===== config.mk =====
export PLATFORM = sky130hd
export DESIGN_NAME = ikascc_plus_vrc
export DESIGN_NICKNAME = d
export VERILOG_FILES = /design/src/rtl/ikascc_plus_vrc.sv
export SDC_FILE = /design/constraint.sdc
export NUM_CORES = 1
export LEC_CHECK = 0
export ABC_AREA = 0
export CAP_MARGIN = 20
export CORE_ASPECT_RATIO = 1.75
export CORE_UTILIZATION = 50
export DETAILED_ROUTE_END_ITERATION = 6
export HOLD_SLACK_MARGIN = 0.12
export PLACE_DENSITY_LB_ADDON = 0.15
export SLEW_MARGIN = 10
export SYNTH_ARGS = -nofsm -noshare
export SYNTH_HDL_FRONTEND = slang
export SYNTH_SLANG_ARGS = --single-unit

===== constraint.sdc =====
create_clock -name i_EMUCLK -period 2.5 [get_ports i_EMUCLK]
set_input_delay 0.375 -clock i_EMUCLK [delete_from_list [all_inputs] [get_ports i_EMUCLK]]
set_output_delay 0.375 -clock i_EMUCLK [all_outputs]
set_load 0.1 [all_outputs]

===== src/rtl/ikascc_plus_vrc.sv =====
// ikascc_plus_vrc: SCC-I (SCC+) cartridge mapper. Decodes the four 8 KiB bank
// windows at 4000h-BFFFh, holds the bank and BFFEh mode registers, opens the
// SCC (9800h) / SCC-I (B800h) register windows and produces the synchronised
// read/write requests used by the wavetable player.
module ikascc_plus_vrc #(
  parameter int unsigned BANK_BITS   = 6,
  parameter int unsigned SYNC_STAGES = 2,
  parameter bit          SCCI_EN     = 1'b1
) (
  input  logic                 i_EMUCLK,
  input  logic                 i_RST,
  input  logic                 i_MCLK_PCEN_n,
  input  logic                 i_CS_n,
  input  logic                 i_RD_n,
  input  logic                 i_WR_n,
  input  logic [4:0]           i_ABHI,
  input  logic [7:0]           i_ABLO,
  input  logic [7:0]           i_DB,
  output logic                 o_ROMCS_n,
  output logic [BANK_BITS-1:0] o_ROMADDR,
  output logic                 o_MEMWE_n,
  output logic                 o_SCCREG_EN,
  output logic                 o_SCCI_MODE,
  output logic                 o_RDRQ,
  output logic                 o_WRRQ
);

  localparam int unsigned SS = SYNC_STAGES;

  // Sync chains: bit 0 is the newest sample. valid_w marks samples taken
  // after reset so a strobe already low at reset release is not seen as a fall.
  logic [SS-1:0]        chain_w;
  logic [SS-1:0]        chain_r;
  logic [SS-1:0]        valid_w;
  logic [7:0]           mode_q;
  logic [BANK_BITS-1:0] bank_q [4];
  logic                 wrrq_q;
  logic                 rdrq_q;
  logic                 memwe_n_q;

  logic       en;
  logic [7:0] mode_eff;
  logic       in_win;
  logic [1:0] win_idx;
  logic       mode_addr;
  logic       bank_addr;
  logic       scc_open;
  logic       scci_open;
  logic       reg_win;
  logic [3:0] ram_map;
  logic       win_ram;
  logic       mem_wr_ok;
  logic       wrrq_nxt;
  logic       unused_bits;

  // Address decode and window qualification from current registers
  always_comb begin
    en        = ~i_MCLK_PCEN_n;
    mode_eff  = SCCI_EN ? mode_q : 8'h00;
    in_win    = (i_ABHI >= 5'h08) && (i_ABHI <= 5'h17);
    win_idx   = {i_ABHI[4], i_ABHI[2]};
    mode_addr = (i_ABHI == 5'h17) && (i_ABLO[7:1] == 7'h7F);
    bank_addr = in_win && (i_ABHI[1:0] == 2'b10);
    scc_open  = ~mode_eff[5] && (bank_q[2][5:0] == 6'h3F) && (i_ABHI == 5'h13);
    scci_open = SCCI_EN && mode_eff[5] && bank_q[3][BANK_BITS-1] &&
                (i_ABHI == 5'h17) && ~mode_addr;
    reg_win   = scc_open || scci_open;
    ram_map   = {mode_eff[4], mode_eff[2:0]} | {4{mode_eff[4]}};
    win_ram   = ram_map[win_idx];
    mem_wr_ok = in_win && win_ram && ~reg_win && ~mode_addr;
    wrrq_nxt  = chain_w[SS-1] && ~chain_w[SS-2] && valid_w[SS-1];
  end

  // Strobe synchronisers, request flags and mapper registers
  always_ff @(posedge i_EMUCLK) begin
    if (i_RST) begin
      chain_w   <= '1;
      chain_r   <= '1;
      valid_w   <= '0;
      wrrq_q    <= 1'b0;
      rdrq_q    <= 1'b0;
      memwe_n_q <= 1'b1;
      mode_q    <= 8'h00;
      for (int n = 0; n < 4; n++) bank_q[n] <= BANK_BITS'(n);
    end else if (en) begin
      chain_w   <= {chain_w[SS-2:0], i_CS_n | i_WR_n};
      chain_r   <= {chain_r[SS-2:0], i_CS_n | i_RD_n};
      valid_w   <= {valid_w[SS-2:0], 1'b1};
      wrrq_q    <= wrrq_nxt;
      rdrq_q    <= ~chain_r[0];
      memwe_n_q <= ~(wrrq_nxt && mem_wr_ok);
      if (wrrq_q) begin
        if (mode_addr) begin
          if (SCCI_EN) mode_q <= i_DB;
        end else if (bank_addr && ~win_ram) begin
          bank_q[win_idx] <= i_DB[BANK_BITS-1:0];
        end
      end
    end
  end

  assign o_WRRQ      = wrrq_q;
  assign o_RDRQ      = rdrq_q;
  assign o_MEMWE_n   = memwe_n_q;
  assign o_SCCI_MODE = mode_eff[5];
  assign o_SCCREG_EN = reg_win;
  assign o_ROMADDR   = in_win ? bank_q[win_idx] : '0;
  assign o_ROMCS_n   = ~(~i_CS_n && in_win && ~reg_win && (~i_RD_n || ~memwe_n_q));

  assign unused_bits = ^{i_ABLO[0], chain_r[SS-1:1], mode_eff[7:6], mode_eff[3]};

endmodule


After elaboration in Yosys (flattened, before gate mapping)
Memory sizes are Yosys's and may differ from the RTL's.
Cells that the tools add are included.
{ "word_totals": {"reg_bits": 14, "latchBits": 0, "ramBits": 24, "mem_bits_ro": 0, "out_inout_bits": 12, "elab_cells": 67, "n_memories": 1} }
{ "mem_list": {"columns": ["memory", "words", "width", "read_ports", "rd_clocked_by_memory_dff", "wr", "line", "rtl"], "rows": [
  ["bank_q", 4, 6, 3, 0, 4, "36", "logic [BANK_BITS-1:0] bank_q [4];"]
]} }
{ "op_classes": {"addsub": 0, "mul": 0, "div_mod_pow": 0, "n_lt_le_gt_ge": 3, "n_eq_ne": 5, "shifts": 0, "n_mux": 14, "n_bitwise": 15, "reduce_logical": 22} }
{ "op_table": {"columns": ["op", "n"], "rows": [
  ["logical AND 1 bit", 18],
  ["2-to-1 mux 6 bit", 2],
  ["NOT 1 bit", 12],
  ["== test 5 bit, second input constant", 2],
  ["2-to-1 mux 1 bit", 10],
  ["== test 7 bit, second input constant", 1],
  ["== test 6 bit, second input constant", 1],
  ["OR reduction 6 bit", 1],
  [">= comparator 5 x 4 -> 1 bit, second input constant", 1],
  ["less-or-equal comparator 5 bit, second input constant", 1],
  ["OR 4 bit", 1],
  ["less-than comparator 2 x 3 -> 1 bit, second input constant", 1],
  ["AND reduction 3 bit", 1],
  ["binary-select mux 1 bit (select 2 bit)", 1],
  ["== test 2 bit, second input constant", 1],
  ["logical OR 1 bit", 2],
  ["2-to-1 mux 2 bit", 1],
  ["OR 1 bit", 2]
]} }

Logic depth before layout (Yosys ltp)
Gate-level depths: netlist of the first run.
{ "depth": {"word_depth": 13, "ltp_mapped": 5, "mapped_depth_nobuf": 4} }

Worst setup path before layout of the first run
No wires, ideal clock.
{ "synth_timing": {"kind": "input-to-output", "startpoint": "in i_ABHI[2]", "endpoint": "out o_ROMADDR[0]", "t_arrival_ns": 2.931, "required_time_ns": 2.125, "setup_slack_ns": -0.806, "cell_stages": 4, "n_path_buf": 1, "path_cell_list": "buf_2 > mux2_2 > nand2_1 > o21ai_0"} }
{ "synth_via": {"elab_chain_len": 3, "elab_cells_between_ends": 5} }
{ "synth_lines": {"columns": ["item", "line", "rtl"], "rows": [
  ["start, declared", "16", "input logic [4:0] i_ABHI,"],
  [">= comparator 5 x 4 -> 1 bit or less-or-equal comparator 5 bit (tied branches)", "60", "in_win = (i_ABHI >= 5'h08) && (i_ABHI <= 5'h17);"],
  ["logical AND 1 bit", "60", null],
  ["2-to-1 mux 6 bit *", "107", "assign o_ROMADDR = in_win ? bank_q[win_idx] : '0;"],
  ["end, declared", "20", "output logic [BANK_BITS-1:0] o_ROMADDR,"]
]} }
Mark *: on every way between the ends. The rest lies on a longest branch, timed or not.

Worst setup path after layout of the first run
{ "layout_timing": {"startpoint": "in i_ABHI[2]", "endpoint": "out o_ROMADDR[1]"} }
The elaborated chain is that of the path after synthesis.

==> qor.yml, run 1 <==
synth.avg_cell_area_um2: 11.8
vdd_drop_max_uv: 417
hold_ws_ns: 0.458
cts_tree: "done"
ys_warn_count: 0
numCtsBuffers: 5
synth_area_leaders: "edfxtp_1, dfxtp_1, and2_1"
end_kind: "primary output"
setup_violations: 0
grt-ovfl-total: 0
yosys.cell_types.count: 37
yosys.area.top_type: "edfxtp_1"
maxCapViolations: 0
clk_latency_ns: 0.28
period_minus_slack_ns: 2.42
slew_headroom: 0.586
cp-endpoint: "o_ROMADDR[1]"
die_w_um: 47.5
synthCells: 154
coreArea_um2: 3430
stdcell_count: 251
antenna_found_initial: 0
clock_skew_ns: 0.00348
min-delay-start: "valid_w[0]$_SDFFE_PP0N_"
post-route-period-util: 0.968
hold_class: "reg2reg"
finalMaxSlewViolations: 0
drive_gt1_frac: 0.282
ios: 39
netlist_area_um2: 1810
comb_power_share: 0.160
p_switching_uw: 347
dp_hpwl_um: 3250
diodes: 0
yosys.area.top_type_share: 0.397
grt_pass1_vias: 1447
pwr-share-seq: 0.442
dp.cells: 243
cts_num_sinks: 37
cp.required_ns: 2.12
grt_max_degree: 14
initial_core_util: 0.528
path_max_fanout: 8
rr_startpoint: "o_WRRQ$_SDFFE_PP0N_"
cp.arrival_ns: 2.05
power_leakage_uw: 0.000922
r2r-end: "bank_q[2][0]$_SDFFCE_PN0P_"
tightest_slew_ns: 0.621
port_buffers: 35
area_delta_synth_final_pct: 41.1
powerDensity_nw_per_um2: 591
totalWireLength_um: 4160
ys_seq_area_frac: 0.541
crit_path_start: "i_ABHI[2]"
fin_nets: 232
first_pass_iters: 4
ctsHoldBuffers: 0
rows: 28
routabilityCongestion: 0.832
yosys_register_bits: 37
swShare: 0.229
fmax_mhz: 413
cp-start-kind: "input pin"
worstSetupPathType: "in2out"
route.antenna.remaining_nets: 0
r2r_cells: 4
r2r_slack_ns: 0.65
p_int_uw: 1170
die_area_um2: 3880
outcome: "complete, no violations"
synth_fp_nets: 181
grt_pass1_wl_um: 6560
wl_per_cell_um: 16.6
route.detailed.drc: 0
cts.htree.levels: 2
viasPerCell: 5.66
path_clk_slew_ns: 0.07
die_h_um: 81.7
drtIter0Drc: 59
max-clock-path-buffers: 2
hold_violations: 0
vias: 1421
rsz0062_at_grt: "false"
cts_root_buf: "clkbuf_8"
p_clk_frac: 0.398
grt_usage: 0.250
==> logic make-up after synthesis <==
| family | count (synthesis) | synth area share |
|---|---|---|
| mux | 10 | 0.0903 |
| buf+inv | 9 | 0.0200 |
| xor+xnor | 1 | 0.00483 |
| simple gates | 75 | 0.273 |
| flops | 37 | 0.541 |
| compound gates | 22 | 0.0710 |
==> synth_stat cells <==
library cell,instances
a211oi_1,1
a21o_1,1
a21oi_1,9
a31oi_1,1
and2_1,20
buf_1,1
buf_2,2
clkbuf_1,2
dfxtp_1,13
edfxtp_1,24
inv_1,4
mux2_2,1
mux2i_1,4
mux4_2,5
nand2_1,7
nand2b_1,7
nand3_1,7
nand3b_1,1
nand4_1,1
nand4b_1,1
nand4bb_1,1
nor2_1,5
nor2b_1,8
nor3_1,4
nor3_2,1
nor3b_1,1
nor4_1,2
nor4_4,2
nor4b_4,1
o21ai_0,8
o221ai_2,1
o31ai_1,1
or2_1,1
or2_2,3
or4_1,1
or4b_4,1
xnor2_1,1
==> worst min path at each step <==
stage,slack [ns],endpoint,depth (start not counted)
3_5_place_dp,0.45,valid_w[0]$_SDFFE_PP0N_,2
2_1_floorplan,0.43,valid_w[0]$_SDFFE_PP0N_,2
5_1_grt,0.48,valid_w[0]$_SDFFE_PP0N_,2
6_report,0.46,valid_w[0]$_SDFFE_PP0N_,2
4_1_cts,0.46,valid_w[0]$_SDFFE_PP0N_,2
3_3_place_gp,0.44,valid_w[0]$_SDFFE_PP0N_,2
==> registers in the layout, summed over array words and instances (netlist names) <==
signal	cells
o_MEMWE_n	1
o_WRRQ	1
o_RDRQ	1
mode_eff	5
bank_q	24
valid_w	2
chain_w	2
chain_r	1
==> what timing repair did <==
item / in CTS / in global routing
buffers inserted: 0 / 0
endpoints found under the setup margin: 1 / 1
pin swaps: 0 / 1
resized for setup: 1 / 3
==> power by group through the flow <==
stage,sequential [µW],combinational [µW],clock [µW]
6_report,669,242,601
5_1_grt,670,255,631
4_1_cts,669,242,612
3_5_place_dp,683,241,0
3_3_place_gp,682,237,0
2_1_floorplan,683,126,0
==> routing by layer <==
layer,GRT usage,share of wire
met5,0,0
met4,0.131,0.031
met3,0.0571,0.046
met2,0.470,0.59
met1,0.228,0.33
==> area by class of cell <==
class | instances | area (µm²)
Fill cell | 244 | 873
Timing Repair Buffer | 49 | 538
Sequential cell | 37 | 982
Clock buffer | 5 | 68.8
Multi-Input combinational cell | 108 | 835
Clock inverter | 3 | 65.1
Inverter | 4 | 15.0
Tap cell | 45 | 56.3
==> worst max-delay path, cell delays in order <==
cell	delay [ns]
clkdlybuf4s50_1	0.64
buf_12	0.18
mux4_2	0.49
nor2b_2	0.18
buf_12	0.16
==> placed cells by master (no fill, tap or decap), types with 3 or more instances in the layout <==
master / count
clkdlybuf4s50_1: 23
nand3_1: 7
clkbuf_8: 5
nor3_1: 3
o21ai_0: 7
or2_2: 3
buf_12: 9
mux4_2: 5
nand2_1: 7
buf_4: 17
nor2b_2: 5
mux2i_1: 4
and2_1: 20
edfxtp_1: 24
nor2b_1: 3
nor4_4: 3
a21oi_1: 9
dfxtp_1: 12
nand2b_1: 7
inv_1: 4
nor2_1: 5
==> stage by stage <==
stage | total power [µW] | cell area (µm²) | TNS (ns) | util | setup WS, ns
finish | 1510 | 2560 | 0 | 0.746 | 0.0799
global route | 1560 | 2560 | 0 | 0.746 | 0.0146
CTS | 1520 | 2540 | 0 | 0.740 | 0.0524
global placement | 919 | 2400 | 0 | 0.699 | 0.0249
detailed placement | 924 | 2400 | -0.218 | 0.699 | -0.0186
floorplan | 809 | 1830 | -0.0502 | - | -0.0502
Power figures use the tool's default switching activity.
==> inputs of run 2 (changes only) <==
Settings changed: ABC_CLOCK_PERIOD_IN_PS set to 2500, CORE_UTILIZATION 50 to 33, HOLD_SLACK_MARGIN 0.12 to unset.
==> qor.yml, run 2 (synthesis results as in run 1) <==
outcome: "finished with violations"
violations: "design-rule violations"
grt_usage: 0.171  # -0.0787
worstSetupPathType: "in2out"
grt_pass1_wl_um: 7220  # +10%
use_met1: 0.172  # -0.0563
maxCapViolations: 0  # unchanged
die_area_um2: 5810  # +50%
p_clk_frac: 0.302  # -0.096
fin_nets: 234  # +0.86%
hold_class: "reg2reg"
path_max_fanout: 4  # -4
p_int_uw: 962  # -17%
slew_headroom: 0.620  # +0.0342
die_h_um: 100  # +23%
cts_tree: "done"
clk_latency_ns: 0.29  # about the same
vdd_drop_max_uv: 371  # -11%
cp.arrival_ns: 2.03  # -0.02 ns
post-route-period-util: 0.961  # -0.00726
totalWireLength_um: 4340  # +4.4%
max-clock-path-buffers: 2  # unchanged
end_kind: "primary output"
vias: 1374  # -3.3%
route.antenna.remaining_nets: 0  # unchanged
top_usage_layer: "met2"
grt_max_degree: 20  # +6
cp-start-kind: "input pin"
first_pass_iters: 6  # +2
die_w_um: 58.1  # +22%
coreArea_um2: 5300  # +54%
use_met3: 0.0322  # -0.0249
rsz0062_at_grt: "false"
powerDensity_nw_per_um2: 513  # -13%
layout_commonest_cell: "edfxtp_1"
wl_per_cell_um: 15.4  # -7.1%
fmax_mhz: 416  # +0.76%
antenna_found_initial: 0  # unchanged
area_delta_synth_final_pct: 40.4
dp_hpwl_um: 3560  # +9.7%
grt-ovfl-total: 0  # unchanged
drive_gt1_frac: 0.284  # +0.00210
largest-register: "bank_q"
setup_tns_ns: 0  # unchanged
cts_num_sinks: 37  # unchanged
regArea_um2: 982  # unchanged
final_cell_mix: "edfxtp_1, clkdlybuf4s50_1, and2_1, buf_4, dfxtp_1"
power_leakage_uw: 0.000904  # -1.9%
p_switching_uw: 344  # -0.74%
finalMaxSlewViolations: 0  # unchanged
ios: 39  # unchanged
diodes: 0  # unchanged
clock_skew_ns: 0.00561  # +0.00212 ns
routabilityCongestion: 0.797  # -4.3%
post_cts_buffers: 0  # unchanged
place_area_um2: 2440  # +1.6%
viasPerCell: 4.87  # -14%
hold_violations: 0  # unchanged
numCtsBuffers: 5  # unchanged
post-route-util: 0.481  # -0.265
cts_root_buf: "clkbuf_8"
rows: 35  # +25%
drtIter0Drc: 25  # -58%
tightest_slew_ns: 0.569  # -0.0513 ns
ctsHoldBuffers: 0  # unchanged
multi_input_area_um2: 835  # unchanged
comb_power_share: 0.185  # +0.025
cts.htree.levels: 2  # unchanged
path_clk_slew_ns: 0.06  # about the same
swShare: 0.264  # +0.0343
grt_pass1_vias: 1458  # +0.76%
stdcell_area_um2: 2550  # -0.49%
route.detailed.drc: 1  # +1
setup_violations: 0  # unchanged
port_buffers: 35  # unchanged
grt_use_met2: 0.323  # -0.147
period_minus_slack_ns: 2.40  # -0.0182 ns
pwr-share-seq: 0.513  # +0.071
initial_core_util: 0.342  # -0.186
fill_cells: 489  # +100%
cp.required_ns: 2.12  # about the same
largest_reg_flops: 24  # unchanged
## run 2: cell types whose count changed in the layout (fill, tap and decap cells not counted), sizes merged
cell / previous run / this run
bufinv: 2 / 0
buf: 26 / 28
clkinv: 1 / 2
clkbuf: 5 / 6
## run 2: what timing repair did
item / CTS / global route
endpoints found under the setup margin: 0 / 1
hold endpoints to repair: 0 / 0
gates resized for setup: 0 / 4
## run 2: path summary, 6_finish.rpt
| path | start | to | slack [ns] | depth (start not counted) |
|---|---|---|---|---|
| max | i_ABHI[3] | o_ROMCS_n | 0.1 | 7 |
| min | valid_w[0]$_SDFFE_PP0N_ | valid_w[0]$_SDFFE_PP0N_ | 0.46 | 2 |
| max reg2reg | o_WRRQ$_SDFFE_PP0N_ | bank_q[2][1]$_SDFFCE_PN1P_ | 0.62 | 4 |
| min reg2reg | valid_w[0]$_SDFFE_PP0N_ | valid_w[0]$_SDFFE_PP0N_ | 0.46 | 2 |
## run 2: power by group through the flow
| stage | Sequential (µW) | Combinational [µW] | Clock, µW |
|---|---|---|---|
| 6_report | 670 | 241 | 395 |
| 5_1_grt | 671 | 255 | 436 |
| 4_1_cts | 670 | 242 | 405 |
| 3_5_place_dp | 684 | 242 | 0 |
| 3_3_place_gp | 682 | 239 | 0 |
| 2_1_floorplan | 683 | 126 | 0 |
## run 2: through the flow
stage / worst slack (ns) / total power (µW) / hold WS [ns] / std cells
after floorplan: -0.0502 / 809 / 0.429 / 154
after global placement: -0.00851 / 921 / 0.437 / 274
final: 0.0980 / 1310 / 0.462 / 282
after detailed placement: -0.0372 / 925 / 0.460 / 274
after CTS: 0.0451 / 1320 / 0.473 / 282
after global routing: 0.0259 / 1360 / 0.502 / 282
## run 2: layout make-up
type / count / area share
inverter: 4 / 0.00589
sequential: 37 / 0.386
timing repair buffer: 51 / 0.212
multi-input combinational: 108 / 0.328
tap: 74 / 0.0363
clock buffer: 6 / 0.0285
clock inverter: 2 / 0.00393
## run 2: critical path, cell delays in order
cell and delay, ns:
clkdlybuf4s50_1 0.47, buf_4 0.17, nand3b_1 0.26, nor4_4 0.36, a211oi_2 0.09, nand2_1 0.12, buf_12 0.18
## run 2: per-layer routing
layer	share of wire	wire [µm]
met5	0	0
met4	0.028	122
met3	0.033	145
met2	0.58	2540
met1	0.35	1530
==> inputs of run 3 (changes only) <==
Settings changed: DONT_BUFFER_PORTS set to 1.
==> qor.yml, run 3 (synthesis results as in run 1) <==
outcome: "finished with violations"
violations: "design-rule violations"
hold_violations: 0  # unchanged
post-route-util: 0.402  # -0.0789
port_buffers: 0  # -100%
vdd_drop_max_uv: 336  # -9.2%
initial_core_util: 0.342  # unchanged
grt_pass1_wl_um: 6690  # -7.4%
diodes: 0  # unchanged
path_max_fanout: 3  # -1
comb_power_share: 0.122  # -0.063
rsz0062_at_grt: "false"
max-clock-path-buffers: 2  # unchanged
vias: 1277  # -7.1%
dp_hpwl_um: 3330  # -6.7%
numCtsBuffers: 5  # unchanged
p_clk_frac: 0.322  # +0.020
cts_resized: 0  # unchanged
slew_headroom: 0.594  # -0.0264
cts_root_buf: "clkbuf_8"
area_delta_synth_final_pct: 17.4
antenna_found_initial: 0  # unchanged
path_clk_slew_ns: 0.07  # about the same
period_minus_slack_ns: 2.05  # -0.353 ns
swShare: 0.254  # -0.00970
pwr-share-seq: 0.556  # +0.043
grt_usage: 0.162  # -0.00923
post-route-period-util: 0.819  # -0.141
routabilityCongestion: 0.726  # -8.9%
clk_latency_ns: 0.29  # about the same
die_w_um: 58.1  # unchanged
worstSetupPathType: "reg2out"
stdcell_area_um2: 2130  # -16%
cts.htree.levels: 2  # unchanged
viasPerCell: 5.17  # +6.1%
crit_chain: "nand4b_1 > nor4_1 > a211oi_1 > nand2_1 > buf_12"
die_area_um2: 5810  # unchanged
first_pass_iters: 6  # unchanged
cp-start-kind: "flop"
fmax_mhz: 488  # +17%
largest-register: "bank_q"
p_switching_uw: 306  # -11%
grt-ovfl-total: 0  # unchanged
largest_reg_flops: 24  # unchanged
layout_commonest_cell: "edfxtp_1"
die_h_um: 100  # unchanged
grt_max_degree: 20  # unchanged
ctsHoldBuffers: 0  # unchanged
tightest_slew_ns: 0.609  # +0.0396 ns
powerDensity_nw_per_um2: 565  # +10%
place_area_um2: 2050  # -16%
coreArea_um2: 5300  # unchanged
clock_skew_ns: 0.00257  # -0.00303 ns
maxCapViolations: 0  # unchanged
post_cts_buffers: 0  # unchanged
drive_gt1_frac: 0.254  # -0.0293
route.antenna.remaining_nets: 0  # unchanged
finalMaxSlewViolations: 0  # unchanged
grt_pass1_vias: 1331  # -8.7%
route.detailed.drc: 1  # unchanged
cts_tree: "done"
max_stage_delay_ns: 0.39  # -0.08 ns
hold_class: "in2reg"
fin_nets: 199  # -15%
final_cell_mix: "edfxtp_1, and2_1, buf_4"
rows: 35  # unchanged
end_kind: "primary output"
cp.required_ns: 2.12  # about the same
drtIter0Drc: 17  # -32%
wl_per_cell_um: 17.2  # +12%
power_leakage_uw: 0.000723  # -20%
slowest_stage: "nor4_1"
p_int_uw: 898  # -6.6%
totalWireLength_um: 4260  # -2.0%
setup_violations: 0  # unchanged
ios: 39  # unchanged
cp.arrival_ns: 1.67  # -0.36 ns
cts_num_sinks: 37  # unchanged
hold_ws_ns: 0.149  # -0.313 ns
[run 3: changes by cell type in the layout (fill, tap and decap cells not counted), sizes merged]
cell,change
buf,-12
clkbuf,-1
clkdlybuf4s50,-23
clkinv,+1
[run 3: area by class of cell]
class	instances	area (µm²)
Clock buffer	5	68.8
Timing Repair Buffer	16	145
Sequential cell	37	982
Clock inverter	3	12.5
Tap cell	74	92.6
Fill cell	523	3170
Inverter	4	15.0
Multi-Input combinational cell	108	813
[run 3: worst paths after layout]
check                                to  cells after the start  slack (ns)                startpoint
max                           o_ROMCS_n                      5        0.45  mode_eff[5]$_SDFFE_PP0P_
max reg2reg  bank_q[0][4]$_SDFFCE_PN0P_                      4        0.55       o_WRRQ$_SDFFE_PP0N_
min reg2reg     valid_w[0]$_SDFFE_PP0N_                      2        0.44   valid_w[0]$_SDFFE_PP0N_
min             valid_w[0]$_SDFFE_PP0N_                      1        0.15                     i_RST
[run 3: critical path: cells and delay by family, from the launching register on]
kind | cells | cell delay (ns)
AOI/OAI and AO/OA | 1 | 0.14
and+or+nand+nor | 3 | 0.75
buffers and inverters | 1 | 0.18
DFF | 1 | 0.32
[run 3: metal layers]
layer	track usage	vias up	share of wire
li1	-	601	-
met1	0.143	606	0.33
met2	0.311	53	0.56
met3	0.0412	17	0.059
met4	0.0971	0	0.045
met5	0	-	0
[run 3: per-stage QoR]
| step | std cells | total power (µW) | TNS, ns | setup WS (ns) |
|---|---|---|---|---|
| 3_3_place_gp | 239 | 829 | 0 | 0.438 |
| 5_1_grt | 247 | 1250 | 0 | 0.317 |
| 3_5_place_dp | 239 | 831 | 0 | 0.412 |
| 6_report | 247 | 1200 | 0 | 0.451 |
| 2_1_floorplan | 154 | 809 | -0.0502 | -0.0502 |
| 4_1_cts | 247 | 1220 | 0 | 0.463 |
[run 3: power groups by stage]
| stage | Sequential [µW] | Clock, µW | Combinational (µW) |
|---|---|---|---|
| finish | 670 | 387 | 147 |
| global placement | 683 | 0 | 146 |
| CTS | 670 | 399 | 148 |
| global route | 671 | 425 | 153 |
| detailed placement | 683 | 0 | 148 |
| floorplan | 683 | 0 | 126 |
